===== config.mk =====
export PLATFORM = sky130hd
export DESIGN_NAME = softmax_max_sub
export DESIGN_NICKNAME = d
export VERILOG_FILES = /design/src/rtl/softmax_max_sub.sv
export SDC_FILE = /design/constraint.sdc
export NUM_CORES = 2
export LEC_CHECK = 0
export ABC_AREA = 1
export CAP_MARGIN = 0
export CELL_PAD_IN_SITES_DETAIL_PLACEMENT = 0
export CELL_PAD_IN_SITES_GLOBAL_PLACEMENT = 1
export CORE_MARGIN = 2
export CORE_UTILIZATION = 37
export DETAILED_ROUTE_END_ITERATION = 12
export GPL_ROUTABILITY_DRIVEN = 0
export GPL_TIMING_DRIVEN = 0
export PLACE_DENSITY_LB_ADDON = 0.25
export SYNTH_ARGS = -nofsm -noshare
export SYNTH_HDL_FRONTEND = slang
export SYNTH_SLANG_ARGS = --single-unit

===== constraint.sdc =====
create_clock -name i_clk -period 24.6 [get_ports i_clk]
set_input_delay 4.92 -clock i_clk [delete_from_list [all_inputs] [get_ports i_clk]]
set_output_delay 4.92 -clock i_clk [all_outputs]
set_load 0.05 [all_outputs]

===== src/rtl/softmax_max_sub.sv =====
// Streaming max-subtract stage: buffers one vector, tracks its maximum, then emits (x - max) >>> SHIFT per element.
// Optional output clamping is enabled by defining SOFTMAX_MAX_SUB_SAT_EN; otherwise the result wraps to OUT_WIDTH.
module softmax_max_sub #(
    parameter int BIT_WIDTH = 16,
    parameter int N         = 32,
    parameter int LANES     = 8,
    parameter int SHIFT     = 2,
    parameter int OUT_WIDTH = 16
) (
    input  logic                          i_clk,
    input  logic                          i_rst,
    input  logic                          i_valid,
    output logic                          o_ready,
    input  logic [LANES*BIT_WIDTH-1:0]    i_data,
    output logic                          o_valid,
    input  logic                          i_ready,
    output logic [LANES*OUT_WIDTH-1:0]    o_data,
    output logic                          o_last,
    output logic signed [BIT_WIDTH-1:0]   o_max
);

    localparam int BEATS  = N / LANES;
    localparam int CW     = (BEATS > 1) ? $clog2(BEATS) : 1;
    localparam int LVLS   = $clog2(LANES);
    localparam int TREE_P = 1 << LVLS;
    // Difference width: one bit wider than the input so it never wraps, and wide
    // enough to compare against the most-negative output value.
    localparam int EW     = (OUT_WIDTH + 1 > BIT_WIDTH + 1) ? OUT_WIDTH + 1 : BIT_WIDTH + 1;
    localparam logic signed [BIT_WIDTH-1:0] MAX_INIT = {1'b1, {(BIT_WIDTH-1){1'b0}}};
    localparam logic [CW-1:0] LAST_BEAT = CW'(BEATS - 1);

    typedef enum logic {
        ST_LOAD,
        ST_EMIT
    } state_t;

    state_t                      state_q, state_d;
    logic [CW-1:0]               in_cnt_q, in_cnt_d;
    logic [CW-1:0]               out_cnt_q, out_cnt_d;
    logic signed [BIT_WIDTH-1:0] max_q, max_d;
    logic signed [BIT_WIDTH-1:0] beat_buf_q [BEATS][LANES];
    logic signed [BIT_WIDTH-1:0] beat_buf_d [BEATS][LANES];

    logic signed [BIT_WIDTH-1:0] in_lane [LANES];
    logic signed [BIT_WIDTH-1:0] beat_max;
    logic                        accept;
    logic                        out_fire;

    genvar gi, gj;

    generate
        for (gi = 0; gi < LANES; gi++) begin : g_in
            assign in_lane[gi] = i_data[gi*BIT_WIDTH +: BIT_WIDTH];
        end
    endgenerate

    // Balanced max tree; padding leaves hold the most-negative value so they never win.
    generate
        for (gi = 0; gi <= LVLS; gi++) begin : g_lvl
            localparam int W = TREE_P >> gi;
            logic signed [BIT_WIDTH-1:0] node [W];
            for (gj = 0; gj < W; gj++) begin : g_node
                if (gi == 0) begin : g_leaf
                    if (gj < LANES) begin : g_real
                        assign node[gj] = in_lane[gj];
                    end else begin : g_pad
                        assign node[gj] = MAX_INIT;
                    end
                end else begin : g_cmp
                    assign node[gj] = (g_lvl[gi-1].node[2*gj] > g_lvl[gi-1].node[2*gj+1])
                                      ? g_lvl[gi-1].node[2*gj] : g_lvl[gi-1].node[2*gj+1];
                end
            end
        end
    endgenerate

    assign beat_max = g_lvl[LVLS].node[0];

    assign o_ready  = (state_q == ST_LOAD) && !i_rst;
    assign o_valid  = (state_q == ST_EMIT);
    assign accept   = i_valid && o_ready;
    assign out_fire = o_valid && i_ready;

    always_comb begin
        state_d    = state_q;
        in_cnt_d   = in_cnt_q;
        out_cnt_d  = out_cnt_q;
        max_d      = max_q;
        beat_buf_d = beat_buf_q;

        if (accept) begin
            for (int l = 0; l < LANES; l++) begin
                beat_buf_d[in_cnt_q][l] = in_lane[l];
            end
            // First beat restarts the running max so nothing leaks from the previous vector.
            if (in_cnt_q == '0) begin
                max_d = beat_max;
            end else begin
                max_d = (beat_max > max_q) ? beat_max : max_q;
            end
            if (in_cnt_q == LAST_BEAT) begin
                in_cnt_d = '0;
                state_d  = ST_EMIT;
            end else begin
                in_cnt_d = in_cnt_q + CW'(1);
            end
        end

        if (out_fire) begin
            if (out_cnt_q == LAST_BEAT) begin
                out_cnt_d = '0;
                state_d   = ST_LOAD;
            end else begin
                out_cnt_d = out_cnt_q + CW'(1);
            end
        end
    end

    always_ff @(posedge i_clk or posedge i_rst) begin
        if (i_rst) begin
            state_q   <= ST_LOAD;
            in_cnt_q  <= '0;
            out_cnt_q <= '0;
            max_q     <= MAX_INIT;
            for (int b = 0; b < BEATS; b++) begin
                for (int l = 0; l < LANES; l++) begin
                    beat_buf_q[b][l] <= '0;
                end
            end
        end else begin
            state_q    <= state_d;
            in_cnt_q   <= in_cnt_d;
            out_cnt_q  <= out_cnt_d;
            max_q      <= max_d;
            beat_buf_q <= beat_buf_d;
        end
    end

`ifdef SOFTMAX_MAX_SUB_SAT_EN
    localparam logic signed [EW-1:0] OUT_MIN_EXT =
        {{(EW-OUT_WIDTH+1){1'b1}}, {(OUT_WIDTH-1){1'b0}}};
`endif

    generate
        for (gi = 0; gi < LANES; gi++) begin : g_out
            logic signed [BIT_WIDTH-1:0] elem;
            logic signed [EW-1:0]        diff;
            logic [OUT_WIDTH-1:0]        lane_out;

            assign elem = beat_buf_q[out_cnt_q][gi];
            assign diff = {{(EW-BIT_WIDTH){elem[BIT_WIDTH-1]}}, elem}
                        - {{(EW-BIT_WIDTH){max_q[BIT_WIDTH-1]}}, max_q};
`ifdef SOFTMAX_MAX_SUB_SAT_EN
            logic signed [EW-1:0] shifted;
            assign shifted  = diff >>> SHIFT;
            // The difference is never positive, so only the negative bound needs a clamp.
            assign lane_out = (shifted < OUT_MIN_EXT) ? OUT_MIN_EXT[OUT_WIDTH-1:0]
                                                      : shifted[OUT_WIDTH-1:0];
`else
            assign lane_out = OUT_WIDTH'(diff >>> SHIFT);
`endif
            assign o_data[gi*OUT_WIDTH +: OUT_WIDTH] = o_valid ? lane_out : '0;
        end
    endgenerate

    assign o_last = o_valid && (out_cnt_q == LAST_BEAT);
    assign o_max  = o_valid ? max_q : '0;

endmodule


### Word level (Yosys, flattened, before mapping)

Index checks and enable logic that the tools add are counted.

* add/subtract/negate cells: 10
* magnitude comparators: 11
* equality and inequality tests: 2
* mux-type cells: 51
* bitwise logic cells: 3
* reduce and logical (&&, ||, !) cells: 9

Operators by type and width (count)
* $bwmux 512: 8
* $demux 128 s2: 8
* $mux 128: 3
* $mux 16: 19
* $bmux 128 s2: 1
* $sub 16x16->17: 8
* $gt 16x16->1: 8
* $mux 112: 1
* $mux 96: 1
* $mux 80: 1
* $mux 64: 1
* $mux 48: 1
* $mux 32: 1
* $ge 3x3->1 const B: 2
* $not 2->3: 2
* $logic_and 1x1->1: 5
* $add 2x1->2 const B: 2
* $eq 2x2->1 const B: 2
* $mux 1: 4
* $mux 2: 2
* $lt 3x1->1 const B: 1
* $logic_not 2->1: 1
* $reduce_and 2->1: 1
* $reduce_bool 2->1: 1
* 2 further kinds: 2

* register bits after elaboration: 533
* output and inout bits: 147
* logic and storage cells: 122

### Longest topological paths before layout

* depth in word-level cells: 13
* mapped depth: 60
* gate-level depth less buffers: 55

### Worst setup path after synthesis

Ideal clock, no wire load.

* kind: input to register
* from: input port i_data[127]
* to: register max_q[0]
* data arrival time: 12.077 ns
* required time: 24.534 ns
* slack: 12.458 ns
* stages on the path: 49
* buffers on the path: 6
* cells stage by stage: inv_1 > ha_1 > nand2_1 > inv_1 > nand3_2 > nor2_2 > nand2_1 > nand2_1 > nand2_2 > nand3_2 > clkbuf_1 > clkbuf_1 > nand2_1 > o21ai_0 > inv_1 > ha_1 > nand3_1 > nor3_1 > [... 13 more ...] > and2_1 > clkbuf_1 > inv_1 > buf_1 > nand3_1 > and2_1 > ha_1 > a21o_1 > a31oi_1 > o211ai_1 > a2111oi_0 > a21oi_1 > o311ai_0 > nand2_1 > inv_1 > clkbuf_1 > nand2_1 > nand2_1

* word-level cells in the longest chain between the ends: 9
* elaborated cells between the ends (all ways): 11
* classes of those cells: 4 x order compare; 5 x mux; 2 x reduce/logical

Ends and longest elaborated chain
* from (decl): line 14 `input logic [LANES*BIT_WIDTH-1:0] i_data,`
* $gt 16x16->1: line 70 `assign node[gj] = (g_lvl[gi-1].node[2*gj] > g_lvl[gi-1].node[2*gj+1])`
* $mux 16 *: line 71 `? g_lvl[gi-1].node[2*gj] : g_lvl[gi-1].node[2*gj+1];`
* $gt 16x16->1: line 70
* $mux 16 *: line 71
* $gt 16x16->1: line 70
* $mux 16 *: line 71
* via beat_max[3]: line 45 `logic signed [BIT_WIDTH-1:0] beat_max;`
* $gt 16x16->1 *: line 99 `max_d = (beat_max > max_q) ? beat_max : max_q;`
* $reduce_bool 2->1 (no line) *
* $reduce_and 2->1 (no line) *
* to (signal assigned): line 134 `max_q <= max_d;`
* to (decl): line 40 `logic signed [BIT_WIDTH-1:0] max_q, max_d;`

Mark *: on every way through the listed nets, which the timed path passes. The rest lies on a longest branch. The select of a mux whose other input is x is not followed.
A chain may end at the register's enable or synchronous reset.

### Final worst setup path

* from: input port i_data[111]
* to: register max_q[5]

The elaborated chain is that of the path after synthesis.

==> metrics.md <==
| Metric | Value |
|---|---|
| DP HPWL | `107000 microns` |
| Setup Crit Path Kind | `in2reg` |
| Syn Nets | `~4700` |
| IO Port Bufs | `278` |
| Row count | `109` |
| Drt pass-1 iters | `6` |
| First-pass GRT wire length | `209000 microns` |
| Initial antenna violation count | `4` |
| Final WS setup | `10.22 ns` |
| Setup crit end kind | `register` |
| Crit share post-route | `58.4%` |
| R2r setup slk | `roughly 21 ns` |
| CP peak stage delay | `0.82 ns` |
| CP max stage cell | `o21ai_0` |
| Status | `finished clean` |
| GRT Overall Usage | `about a third` |
| WL final | `145000 microns` |
| Commonest non-fill, non-tap cells in the layout | `o21ai_0 (933), nand2_1 (908), dfrtp_1 (532)` |
| Worst EP arrival | `14.94 ns` |
| CTS root buffer | `clkbuf_16` |
| RSZ-0062 raised after global routing | `false` |
| Starting density of the core | `between 30% and 40%` |
| Setup TNS | `0 ns` |
| Least-Margin Pin Slew | `approximately 1.4 ns` |
| Top FF cell, synth | `dfrtp_1` |
| Post-synth ARST share | `100%` |
| Ratio of cells with drive above 1 in the final layout | `6.10%` |
| Post-CTS sizing | `0` |
| Via count | `between 30000 and 40000` |
| Period minus WS final | `14.38 ns` |
| Largest net degree at the start of global routing | `128` |
| Via/cell ratio | `5.55` |
| Hold buffers post-CTS | `0` |
| H-tree levels | `2` |
| Max_slew headroom | `under 10%` |
| Post-synth EDFFs | `0` |
| Reg clk slew, reported paths | `approximately 0.060 ns` |
| Core area | `0.0881 sq mm` |
| DRC viols | `0` |
| Post-layout util | `between 40% and 50%` |
| Worst hold path type | `reg2reg` |
| Post-CTS setup repair buffer count | `0` |
| Fill count | `9179` |
| Final-report hold violation count | `0` |
| Most common cell after layout, fill and taps aside | `o21ai_0` |
| Clk sinks | `about 530` |
| Warnings from Yosys | `0` |
| Cell variety after synth | `56` |
| Place WS | `9.74 ns` |
| CP Launch Type | `input port` |
| Max Cap Viol | `0` |
| CTS tree | `done` |
| Number of buffers created by CTS | `59` |
| Area of the mapped netlist | `0.0328 sq mm` |
| Max Fclk | `0.0696 GHz` |
| Final setup fails | `0` |
| GRT overflow | `0` |
| Syn Inst Count | `approximately 4300` |
| Nets | `around 5100` |
| Seq/Total Area, Yosys | `40.7%` |
| Clock Latency Late Sink | `0.65 ns` |
| Final max-slew violation count | `0` |
| Syn avg cell area | `around 7.6 sq um` |
| Floorplan die width | `302 microns` |
| Die height | `roughly 300 microns` |
| Wire per inst | `24.5 microns` |
| Area Growth Syn to Fin | `20.0%` |
| Die area | `0.0910 sq mm` |
| #FFs+latches synth | `533` |
| Clk_skew | `0.0267 ns` |
| DRT iter0 DRCs | `3433` |
| I/O pin count | `approximately 280` |
| Max Root-Sink Buffers | `3` |
| Post-route ant nets | `0` |
| CP most frequent cell | `nand2_1` |
| Vias in the first global route | `slightly above 30000` |
| WP data required | `25.16 ns` |
| CP bufs+invs | `11` |
| CP max FO | `10` |
| Crit path max-delay family | `simple AND/OR/NAND/NOR gates` |
==> worst reg2reg max path: cells and delay by family (launching register included) <==
family / cells / cell delay, ns
compound gates: 5 / 0.80
fa+ha+maj: 1 / 0.42
buf+inv: 4 / 1.68
flops: 1 / 0.40
simple gates: 4 / 0.55
==> cell usage after synthesis, drive strengths merged, types with 2 or more instances <==
| cell | count | area, sq um |
|---|---|---|
| nand2 | 1010 | 4070 |
| o211ai | 11 | 82.6 |
| ha | 250 | 3130 |
| clkbuf | 214 | 853 |
| nor3 | 28 | 150 |
| and2 | 29 | 181 |
| a31oi | 10 | 62.6 |
| o311ai | 2 | 17.5 |
| dfrtp | 532 | 13300 |
| xor2 | 6 | 52.6 |
| o21bai | 3 | 22.5 |
| inv | 376 | 1420 |
| a211oi | 10 | 75.1 |
| nand3 | 107 | 618 |
| nor2 | 359 | 1390 |
| a21boi | 7 | 52.6 |
| nor4 | 2 | 12.5 |
| o21a | 4 | 30.0 |
| nand4 | 46 | 288 |
| o311a | 5 | 52.6 |
| a2111oi | 2 | 17.5 |
| o21ai | 946 | 4760 |
| a21oi | 202 | 1030 |
| a21o | 6 | 45.0 |
| buf | 29 | 188 |
| o22ai | 120 | 751 |
==> per-layer routing <==
| layer | routed length, microns | vias to the layer above | GRT usage [%] | part of all wire, % |
|---|---|---|---|---|
| met5 | 0 | - | 0 | 0 |
| met4 | 8330 | 0 | 15.9 | 5.8 |
| met3 | 11600 | 299 | 4.83 | 8.1 |
| met2 | 64600 | 1474 | 49.2 | 45 |
| met1 | 60000 | 15700 | 42.0 | 41 |
| li1 | - | 15200 | - | - |
==> cell families after synthesis <==
| logic type | Yosys count | share of synthesized area [%] |
|---|---|---|
| xor gates and xnor gates | 6 | 0.160 |
| AOI/OAI and AO/OA | 1334 | 21.5 |
| DFF | 533 | 40.7 |
| and+or+nand+nor | 1584 | 20.5 |
| adders and majority gates | 250 | 9.55 |
| buffers and inverters | 621 | 7.55 |
==> area by class of cell <==
class	instances	area (sq um)	share of cell area [%]
Clock inverter	27	460	1.17
Buffer	244	1050	2.68
Multi-Input combinational cell	3174	17000	43.1
Sequential cell	533	13300	33.9
Inverter	377	1430	3.64
Tap cell	1165	1460	3.71
Antenna cell	4	10.0	0.0254
Timing Repair Buffer	283	2910	7.39
Clock buffer	83	1720	4.37
==> sequential cells by signal, summed over array words and instances (netlist names) <==
name and cells:
beat_buf_q 512, max_q 16, in_cnt_q 2, out_cnt_q 2, o_valid 1
==> worst paths after layout <==
kind,start,end,cells after the start
worst max-delay path,i_data[111],max_q[5],48
worst min-delay path,beat_buf_q[235],beat_buf_q[235],2
worst max register to register,max_q[5],max_q[5],14
worst min register to register,beat_buf_q[235],beat_buf_q[235],2
max in group asynchronous,i_rst,beat_buf_q[388],4
min in group asynchronous,i_rst,o_valid,2
==> through the flow <==
step | std cells | cell area (sq um) | hold WS [ns]
global route | 5886 | 39300 | 0.496
finish | 5890 | 39300 | 0.479
CTS | 5886 | 39300 | 0.482
detailed placement | 5776 | 37100 | 0.468
global placement | 5771 | 37000 | 0.459
floorplan | 4328 | 32800 | 0.448
Power is left out: the tool's default activity adds up to more than one toggle a clock period on the data nets, which glitch-free logic cannot reach.
